File: src/rtl/fifo_rd_stream.sv
// rtl/fifo_rd_stream.sv - two-entry registered read stream in front of a RAM FIFO
//
// Purpose:
//   Reads words from an upstream first-word-fall-through RAM FIFO and presents
//   them as a registered valid/ready stream. A head register and a skid register
//   absorb the one-cycle gap between a consumer stall and the registered read
//   enable. Because of that gap, the read enable never depends on i_ready.
//
// Optional feature:
//   FIFO_RD_STREAM_STAT_EN - when defined, adds o_xfer_cnt, a wrapping count of
//   beats transferred to the consumer.
//
// Ports:
//   clk            clock, rising edge
//   rstn           asynchronous active-low reset
//   i_en           allow new upstream reads
//   o_fifo_rden    upstream FIFO read enable
//   i_fifo_rddata  upstream FIFO head word
//   i_fifo_empty   upstream FIFO empty flag
//   o_valid        o_data holds a beat
//   o_data         head beat
//   i_ready        consumer accepts the beat
//   o_level        buffered beats (0..2)
//   o_xfer_cnt     transferred beat count (FIFO_RD_STREAM_STAT_EN only)

module fifo_rd_stream #(
  parameter int DATA_W = 8,
  parameter int CNT_W  = 16
) (
  input  logic              clk,
  input  logic              rstn,
  input  logic              i_en,
  output logic              o_fifo_rden,
  input  logic [DATA_W-1:0] i_fifo_rddata,
  input  logic              i_fifo_empty,
  output logic              o_valid,
  output logic [DATA_W-1:0] o_data,
  input  logic              i_ready,
`ifdef FIFO_RD_STREAM_STAT_EN
  output logic [1:0]        o_level,
  output logic [CNT_W-1:0]  o_xfer_cnt
`else
  output logic [1:0]        o_level
`endif
);

  // State encoding equals the buffer occupancy, so o_level is the state itself.
  typedef enum logic [1:0] {
    ST_EMPTY = 2'd0,
    ST_ONE   = 2'd1,
    ST_TWO   = 2'd2
  } state_t;

  state_t            state_q, state_d;
  logic [DATA_W-1:0] head_q, head_d;
  logic [DATA_W-1:0] skid_q, skid_d;
  // Cleared by reset and set on the first edge after release; it holds off
  // reads while in reset and for the first cycle after reset is released.
  logic              armed_q, armed_d;

  logic push;
  logic pop;

  // ---------------------------------------------------------------------------
  // State register
  // ---------------------------------------------------------------------------
  always_ff @(posedge clk or negedge rstn) begin
    if (!rstn) begin
      state_q <= ST_EMPTY;
      armed_q <= 1'b0;
    end else begin
      state_q <= state_d;
      armed_q <= armed_d;
    end
  end

  // ---------------------------------------------------------------------------
  // Next-state logic
  // ---------------------------------------------------------------------------
  always_comb begin
    state_d = state_q;
    armed_d = 1'b1;
    case (state_q)
      ST_EMPTY: begin
        if (push) state_d = ST_ONE;
      end
      ST_ONE: begin
        if (push && !pop)      state_d = ST_TWO;
        else if (pop && !push) state_d = ST_EMPTY;
      end
      ST_TWO: begin
        // No read can be issued while both entries are full.
        if (pop) state_d = ST_ONE;
      end
      default: state_d = ST_EMPTY;
    endcase
  end

  // ---------------------------------------------------------------------------
  // Output logic
  // ---------------------------------------------------------------------------
  always_comb begin
    o_valid     = (state_q != ST_EMPTY);
    o_level     = state_q;
    o_data      = head_q;
    // Gated only by registered state so a consumer stall has no
    // combinational path into the upstream read enable.
    o_fifo_rden = armed_q && i_en && !i_fifo_empty && (state_q != ST_TWO);
  end

  assign push = o_fifo_rden;
  assign pop  = o_valid && i_ready;

  // ---------------------------------------------------------------------------
  // Head / skid datapath
  // ---------------------------------------------------------------------------
  always_comb begin
    head_d = head_q;
    skid_d = skid_q;
    if (pop) begin
      if (state_q == ST_TWO) begin
        head_d = skid_q;
        skid_d = '0;
      end else begin
        head_d = '0;
      end
    end
    // A pushed word lands in head whenever head is free this cycle; the skid
    // only catches the word read while the head beat is stalled.
    if (push) begin
      if ((state_q == ST_EMPTY) || pop) head_d = i_fifo_rddata;
      else                              skid_d = i_fifo_rddata;
    end
  end

  always_ff @(posedge clk or negedge rstn) begin
    if (!rstn) begin
      head_q <= '0;
      skid_q <= '0;
    end else begin
      head_q <= head_d;
      skid_q <= skid_d;
    end
  end

  // ---------------------------------------------------------------------------
  // Transfer counter
  // ---------------------------------------------------------------------------
`ifdef FIFO_RD_STREAM_STAT_EN
  logic [CNT_W-1:0] xfer_cnt_q, xfer_cnt_d;

  always_comb begin
    xfer_cnt_d = xfer_cnt_q;
    if (pop) xfer_cnt_d = xfer_cnt_q + CNT_W'(1);
  end

  always_ff @(posedge clk or negedge rstn) begin
    if (!rstn) xfer_cnt_q <= '0;
    else       xfer_cnt_q <= xfer_cnt_d;
  end

  assign o_xfer_cnt = xfer_cnt_q;
`else
  // Counter width is meaningful only with the counter compiled in.
  logic [CNT_W-1:0] unused_cnt_w;
  assign unused_cnt_w = '0;
`endif

endmodule
File: config.mk
export PLATFORM = sky130hd
export DESIGN_NAME = fifo_rd_stream
export DESIGN_NICKNAME = d
export VERILOG_FILES = /design/src/rtl/fifo_rd_stream.sv
export SDC_FILE = /design/constraint.sdc
export NUM_CORES = 1
export LEC_CHECK = 0
export ABC_AREA = 1
export CAP_MARGIN = 20
export CORE_ASPECT_RATIO = 0.75
export CORE_MARGIN = 2
export CORE_UTILIZATION = 40
export CTS_CLUSTER_DIAMETER = 150
export DETAILED_ROUTE_END_ITERATION = 10
export GPL_ROUTABILITY_DRIVEN = 0
export HOLD_SLACK_MARGIN = 0.15
export MAX_ROUTING_LAYER = met4
export PLACE_DENSITY = 0.76
export SLEW_MARGIN = 20
export SYNTH_ARGS = -nofsm -noshare
export SYNTH_HDL_FRONTEND = slang
export SYNTH_SLANG_ARGS = --single-unit
export TNS_END_PERCENT = 30
File: constraint.sdc
create_clock -name clk -period 1.4 [get_ports clk]
set_clock_uncertainty 0.2 [all_clocks]
set_input_delay 0.35 -clock clk [delete_from_list [all_inputs] [get_ports clk]]
set_output_delay 0.35 -clock clk [all_outputs]
set_load 0.02 [all_outputs]
==> summary.txt <==
Timing
  – Final hold violations: 0
  – Fin worst setup slack: -262.1 ps
  – FMAX: around 600 MHz
  – Final Setup Violations: 21
  – RSZ-0062 raised after global routing: yes
  – Setup_tns: -3468 ps
  – Final Cycle Share: 1.187
  – Post-layout min period: approximately 1700 ps
  – Pins Over Slew Limit: 0

Synth
  – Cells after synthesis: approximately 150
  – Post-synth top area share: 0.4556
  – Area contributors post-synth: dfrtp_1, nand2_1, nand3_1, nor2_4, nor2_8
  – Mean post-synth cell area: approximately 7 um^2
  – Cell type with the largest total area after synthesis: dfrtp_1
  – FF+latch count, synth: 19
  – Syn_nets: approximately 160
  – Yosys cell types: 15
  – Cell area after synthesis: 1044 um^2
  – Synth warnings: 0
  – Sequential area share after synthesis: 0.4556

Setup path
  – R2r worst-path depth: 7
  – CP delay by family, top: flip-flops
  – Crit path max fanout: 4
  – Worst path buffer plus inverter count: 1
  – Worst path required time: 850 ps
  – Crit path cell chain: nor2_4 -> nor2_8 -> buf_6
  – Critical path arrival: ~1100 ps
  – Critical R2R Launch: o_level[0]
  – Crit end category: output pin
  – Max stage delay on crit path: 470 ps
  – Reg-to-reg slack, setup: -210 ps
  – Critical path class: register to output pin
  – CP startpoint kind: register
  – R2r endpoint: skid_q[2]
  – Slowest cell on the critical path: dfrtp_2

Clocking
  – H-tree levels: 1
  – Clock Latency Late Sink: 300 ps
  – Clock Tree Buf Depth: 2
  – TritonCTS clock tree: built
  – Sink Count: 19
  – CTS buffer count: 3
  – Clock tree root driver cell: clkbuf_4
  – Clk slew on worst S/H paths: 100 ps
  – Hold Buf Count CTS: 0

Power
  – Power per cell area: 1804 nW/um^2
  – Leak pwr: ~0.00089 uW
  – VDD IR max: about 0.86 mV

Global route
  – Largest net degree at the start of global routing: 20
  – Initial antenna violation count: 0
  – First-pass GRT wire length: between 4000 and 5000 um
  – Grt ovf: 0
  – Total GRT Usage: 0.2105
  – Number of global-route vias before repair: between 1000 and 1500

Detailed routing
  – Via count: about 1200
  – Drt pass-1 iters: 4
  – Antenna Nets Post-Route: 0
  – Iteration-0 DRC Markers: between 70 and 80
  – Via-per-instance ratio: 5.064
  – Routed WL: between 3000 and 4000 um
  – Residual DRC: 0
  – DR WL/cell: between 10 and 15 um

Cells and area
  – Layout Nets: 214
  – N_diodes: 0
  – Share of cells above drive strength 1: 0.3200
  – Area grow syn2layout: 53.36%
  – Filler Cells Inserted: about 200
  – Final instance area: between 1500 and 2000 um^2

Place
  – DP HPWL: a little over 2000 um
  – Port bufs: 24
  – DP Area: between 1000 and 1500 um^2

Die
  – Starting Density: 0.4378
  – I/O pin cnt: 25
  – Die width: 62.98 um
  – Die height: between 40 and 50 um
  – Core area: approximately 2400 um^2
  – Die outline area: between 3000 and 4000 um^2
  – Num rows: 15

Outcome
  – Status: complete, but fails checks
  – Failing checks: negative setup slack

Hold path
  – Hold Crit Class: input port to asynchronous set/reset pin

Run
  – Max-cap viol count: 0
synthesized netlist by cell type:
library cell	instances
nor2_1	2
buf_6	1
nor2_2	2
a21oi_1	1
nand2_4	1
nor2_8	1
nor2_4	2
nand3_1	27
dfrtp_1	19
nand2_2	1
conb_1	1
nand2_1	79
inv_4	1
inv_2	5
inv_1	3
power by group:
group	total [uW]	internal [uW]	switching [uW]
logic	1670	747	919
registers	942	777	165
clock network	279	111	168
cell type report:
cell class / count / area [um^2] / area share
clock buffer: 4 / 26.28 / 0.01642
inverter: 9 / 38.79 / 0.02424
multi-input combinational: 118 / 580.6 / 0.3628
sequential: 19 / 478.0 / 0.2987
tap: 34 / 42.54 / 0.02658
timing repair buffer: 49 / 426.7 / 0.2666
timing repair inverter: 1 / 7.507 / 0.004691
placed cells by master, fill, tap and decap left out:
| master | instances |
|---|---|
| dfrtp_2 | 2 |
| nor2_1 | 2 |
| buf_4 | 22 |
| buf_6 | 8 |
| buf_2 | 5 |
| conb_1 | 1 |
| nand3_1 | 25 |
| nand2_8 | 1 |
| nand2_4 | 2 |
| inv_1 | 1 |
| dfrtp_1 | 17 |
| clkbuf_1 | 1 |
| nand3_2 | 2 |
| buf_12 | 1 |
| clkinvlp_4 | 1 |
| nand2_2 | 3 |
| nor2_8 | 1 |
| inv_4 | 2 |
| a21oi_1 | 1 |
| nand2_1 | 75 |
| clkbuf_4 | 3 |
| inv_2 | 6 |
| clkdlybuf4s50_1 | 10 |
| dlygate4sd2_1 | 3 |
| nor2_4 | 5 |
cell families (layout without fill, tap and decap cells):
group / Yosys count / count (layout) / synth area share
flops: 19 / 19 / 0.4556
other cells: 1 / 1 / 0.003594
simple gates: 115 / 116 / 0.4904
compound gates: 1 / 1 / 0.004792
buf+inv: 10 / 63 / 0.04557
how the worst max path moves through the flow:
stage,startpoint,end,slack [ps],cells after the start
finish,o_level[0],o_fifo_rden,-260,3
floorplan,o_level[1],o_fifo_rden,-70,4
CTS,o_level[1],o_fifo_rden,-290,4
global placement,i_en,o_fifo_rden,-920,4
global route,o_level[0],o_fifo_rden,-310,3
detailed placement,i_en,o_fifo_rden,-930,4
layer usage:
metal | GRT usage | vias to the layer above | part of all wire
met5 | - | - | 0
met4 | 0.05778 | 0 | 0.017
met3 | 0.06928 | 8 | 0.095
met2 | 0.3574 | 62 | 0.50
met1 | 0.2486 | 548 | 0.39
li1 | - | 567 | -
registers in the layout, indices dropped and copies added, names as in the netlist:
signal   flops
armed_q      1
o_level      2
o_data       8
skid_q       8
per-stage QoR:
stage	total power, uW	utilization	setup slack [ps]	instances	hold WS (ps)
after global routing	3070	0.6714	-306.5	234	193.3
final	2887	0.6714	-262.1	234	194.9
after CTS	2786	0.6499	-293.9	231	184.0
after global placement	2345	0.6241	-918.5	224	282.7
after floorplan	1642	-	-71.93	146	-145.6
after detailed placement	2411	0.6241	-928.1	224	295.8
repair_timing:
action	CTS	global route
buffers inserted	3	3
pin swaps	3	6
resized for setup	67	8
endpoints found under the setup margin	29	30
cloned	0	2
(Power assumes the default switching activity.)
==> RTL edit (config.mk and constraints unchanged) <==
The parameter `DATA_W` goes from 8 to 12.
--- a/src/rtl/fifo_rd_stream.sv
+++ b/src/rtl/fifo_rd_stream.sv
@@ -25,5 +25,5 @@
 
 module fifo_rd_stream #(
-  parameter int DATA_W = 8,
+  parameter int DATA_W = 12,
   parameter int CNT_W  = 16
 ) (
Ports: changed (resized i_fifo_rddata and o_data); port bits go from 25 to 33. The function was not compared with the original's and may differ.
==> RTL edit against the unedited design <==
- the run still ends with setup timing left
- non-clock buffer count rose by 24
- routed wire length is 54% higher
- critical path type unchanged
- final area is 50% higher
- largest cell class unchanged
- register-to-register slack barely moved
- total power rose by 27%
- critical endpoint unchanged
- synthesized cell count grew 43%
- worst setup slack improved by 0.034 ns
- maximum frequency rose by 2.1%
- sequential cell count rose by 8
- synthesized area up 47%
- first-iteration DRC count grew 150%
- largest power group unchanged
==> RTL edit: results (changes against the unedited design) <==
{
  "critical_path.max_fanout": {"value": 2, "change": "was 4"},
  "globalRouteMet3Util": {"value": 3.65, "unit": "%", "change": "was 6.93%"},
  "dr.first_iter.drc_count": {"value": 186, "change": "was 75"},
  "post_route_cells_drive_above_1_share": {"value": 39.4, "unit": "%", "change": "was 32.0%"},
  "vias_in_the_first_global_route": {"value": 1403, "change": "was 1009"},
  "outcome": {"value": "complete, but fails checks", "change": "unchanged"},
  "worst_ir_drop_vdd": {"value": 806, "unit": "uV", "change": "was 865 uV"},
  "globalRouteMet1Util": {"value": 30.7, "unit": "%", "change": "was 24.9%"},
  "report.final.setup_viol": {"value": 29, "change": "was 21"},
  "final.fill_count": {"value": 299, "change": "was 203"},
  "global_route.usage.met2": {"value": 31.6, "unit": "%", "change": "was 35.7%"},
  "p_leak": {"value": 1.31, "unit": "nW", "change": "was 0.888 nW"},
  "num_antenna_cells": {"value": 0, "change": "unchanged"},
  "grt_start_max_net_pins": {"value": 28, "change": "was 20"},
  "setup-tns-final": {"value": -4.65, "unit": "ns", "change": "was -3.47 ns"},
  "io_buffer_count": {"value": 32, "change": "was 24"},
  "detail_route.wirelength.met1": {"value": 2.01, "unit": "mm", "change": "was 1.20 mm"},
  "internal-power": {"value": 2.19, "unit": "mW", "change": "was 1.63 mW"},
  "wl_per_cell": {"value": 14.5, "unit": "um", "change": "was 13.2 um"},
  "r2r_cells": {"value": 10, "change": "was 7"},
  "detailed_place_hpwl": {"value": 2.68, "unit": "mm", "change": "was 2.03 mm"},
  "wl_met2": {"value": 2.25, "unit": "mm", "change": "was 1.55 mm"},
  "yosys.cell_types.count": {"value": 19, "change": "was 15"},
  "synth.cells.most_frequent": {"value": "118 x sky130_fd_sc_hd__nand2_1, 27 x sky130_fd_sc_hd__dfrtp_1, 14 x sky130_fd_sc_hd__nand3_1", "change": "was 79 x sky130_fd_sc_hd__nand2_1, 27 x sky130_fd_sc_hd__nand3_1, 19 x sky130_fd_sc_hd__dfrtp_1"},
  "setup_ws_post_layout": {"value": -0.228, "unit": "ns", "change": "was -0.262 ns"},
  "cp.arrival": {"value": 1.08, "unit": "ns", "change": "was 1.11 ns"},
  "failed_checks": {"value": "setup timing", "change": "unchanged"},
  "top_area_cells_in_the_synthesized_netlist": {"value": "sky130_fd_sc_hd__dfrtp_1 44%, sky130_fd_sc_hd__nand2_1 29%, sky130_fd_sc_hd__nand3_1 4.6%, sky130_fd_sc_hd__o21ai_2 4.6%, sky130_fd_sc_hd__nand2_2 4.5%", "change": "was sky130_fd_sc_hd__dfrtp_1 46%, sky130_fd_sc_hd__nand2_1 28%, sky130_fd_sc_hd__nand3_1 13%, sky130_fd_sc_hd__nor2_4 2.2%, sky130_fd_sc_hd__nor2_8 1.9%"},
  "vias": {"value": 1631, "change": "was 1185"}
}
RTL edit: cell types whose count changed in the layout (fill, tap and decap cells not counted), moves of 4 or more:
cell,unedited run,this run
sky130_fd_sc_hd__buf_2,5,12
sky130_fd_sc_hd__buf_4,22,30
sky130_fd_sc_hd__nand2_2,3,13
sky130_fd_sc_hd__inv_2,6,2
sky130_fd_sc_hd__buf_12,1,7
sky130_fd_sc_hd__nand3_1,25,13
sky130_fd_sc_hd__dfrtp_1,17,25
sky130_fd_sc_hd__nand2_1,75,109
sky130_fd_sc_hd__nand2_4,2,7
sky130_fd_sc_hd__o21ai_2,0,12
RTL edit: power groups by stage:
stage | clock [mW] | combinational, mW | sequential [mW]
after CTS | 0.460 | 1.68 | 1.24
after detailed placement | 0 | 1.66 | 1.26
final | 0.449 | 1.96 | 1.25
after global routing | 0.494 | 2.10 | 1.28
after floorplan | 0 | 0.748 | 1.40
after global placement | 0 | 1.63 | 1.25
RTL edit: cell families after synthesis:
family / share of synthesized area, %
DFF: 44.1
and+or+nand+nor: 42.9
other: 0.245
AOI/OAI and AO/OA: 6.69
buffers and inverters: 6.12
RTL edit: worst max-delay path, stage by stage (launching register included):
cell	delay, ns
sky130_fd_sc_hd__dfrtp_2	0.44
sky130_fd_sc_hd__nand2_4	0.08
sky130_fd_sc_hd__inv_4	0.04
sky130_fd_sc_hd__nor2_4	0.11
sky130_fd_sc_hd__buf_6	0.13
RTL edit: final cells by class:
| cell class | count | area share (%) |
|---|---|---|
| multi-input cells | 166 | 36.5 |
| clock buffers | 3 | 1.72 |
| flip-flops and latches | 27 | 28.2 |
| repair buffers | 73 | 29.1 |
| clock inverters | 1 | 0.208 |
| well taps | 52 | 2.71 |
| inverters | 7 | 1.51 |
RTL edit: worst paths after layout:
path | start | endpoint
setup / recovery | o_level[1]$_DFFE_PN0P_ | o_fifo_rden
hold / removal | rstn | skid_q[0]$_DFF_PN0_
setup reg to reg | o_level[1]$_DFFE_PN0P_ | o_data[10]$_DFF_PN0_
hold reg to reg | skid_q[10]$_DFF_PN0_ | skid_q[10]$_DFF_PN0_
max in group asynchronous | rstn | o_level[1]$_DFFE_PN0P_
min in group clk | skid_q[10]$_DFF_PN0_ | skid_q[10]$_DFF_PN0_
RTL edit: repair_timing:
action                                  4_1_cts  5_1_grt
gates cloned                                  0        3
setup buffers                                 1        9
pin swaps                                     6        3
endpoints found under the setup margin       41       38
resized for setup                            90       19
RTL edit: per-stage QoR:
step	hold WS [ns]	utilization [%]	area (um^2)	worst slack [ns]	std cells
finish	0.223	65.7	2400	-0.228	329
global route	0.232	65.7	2400	-0.272	329
CTS	0.227	60.0	2200	-0.245	317
detailed placement	0.332	58.5	2140	-0.878	312
global placement	0.325	58.5	2140	-0.866	312
floorplan	-0.146	-	1550	-0.0506	209
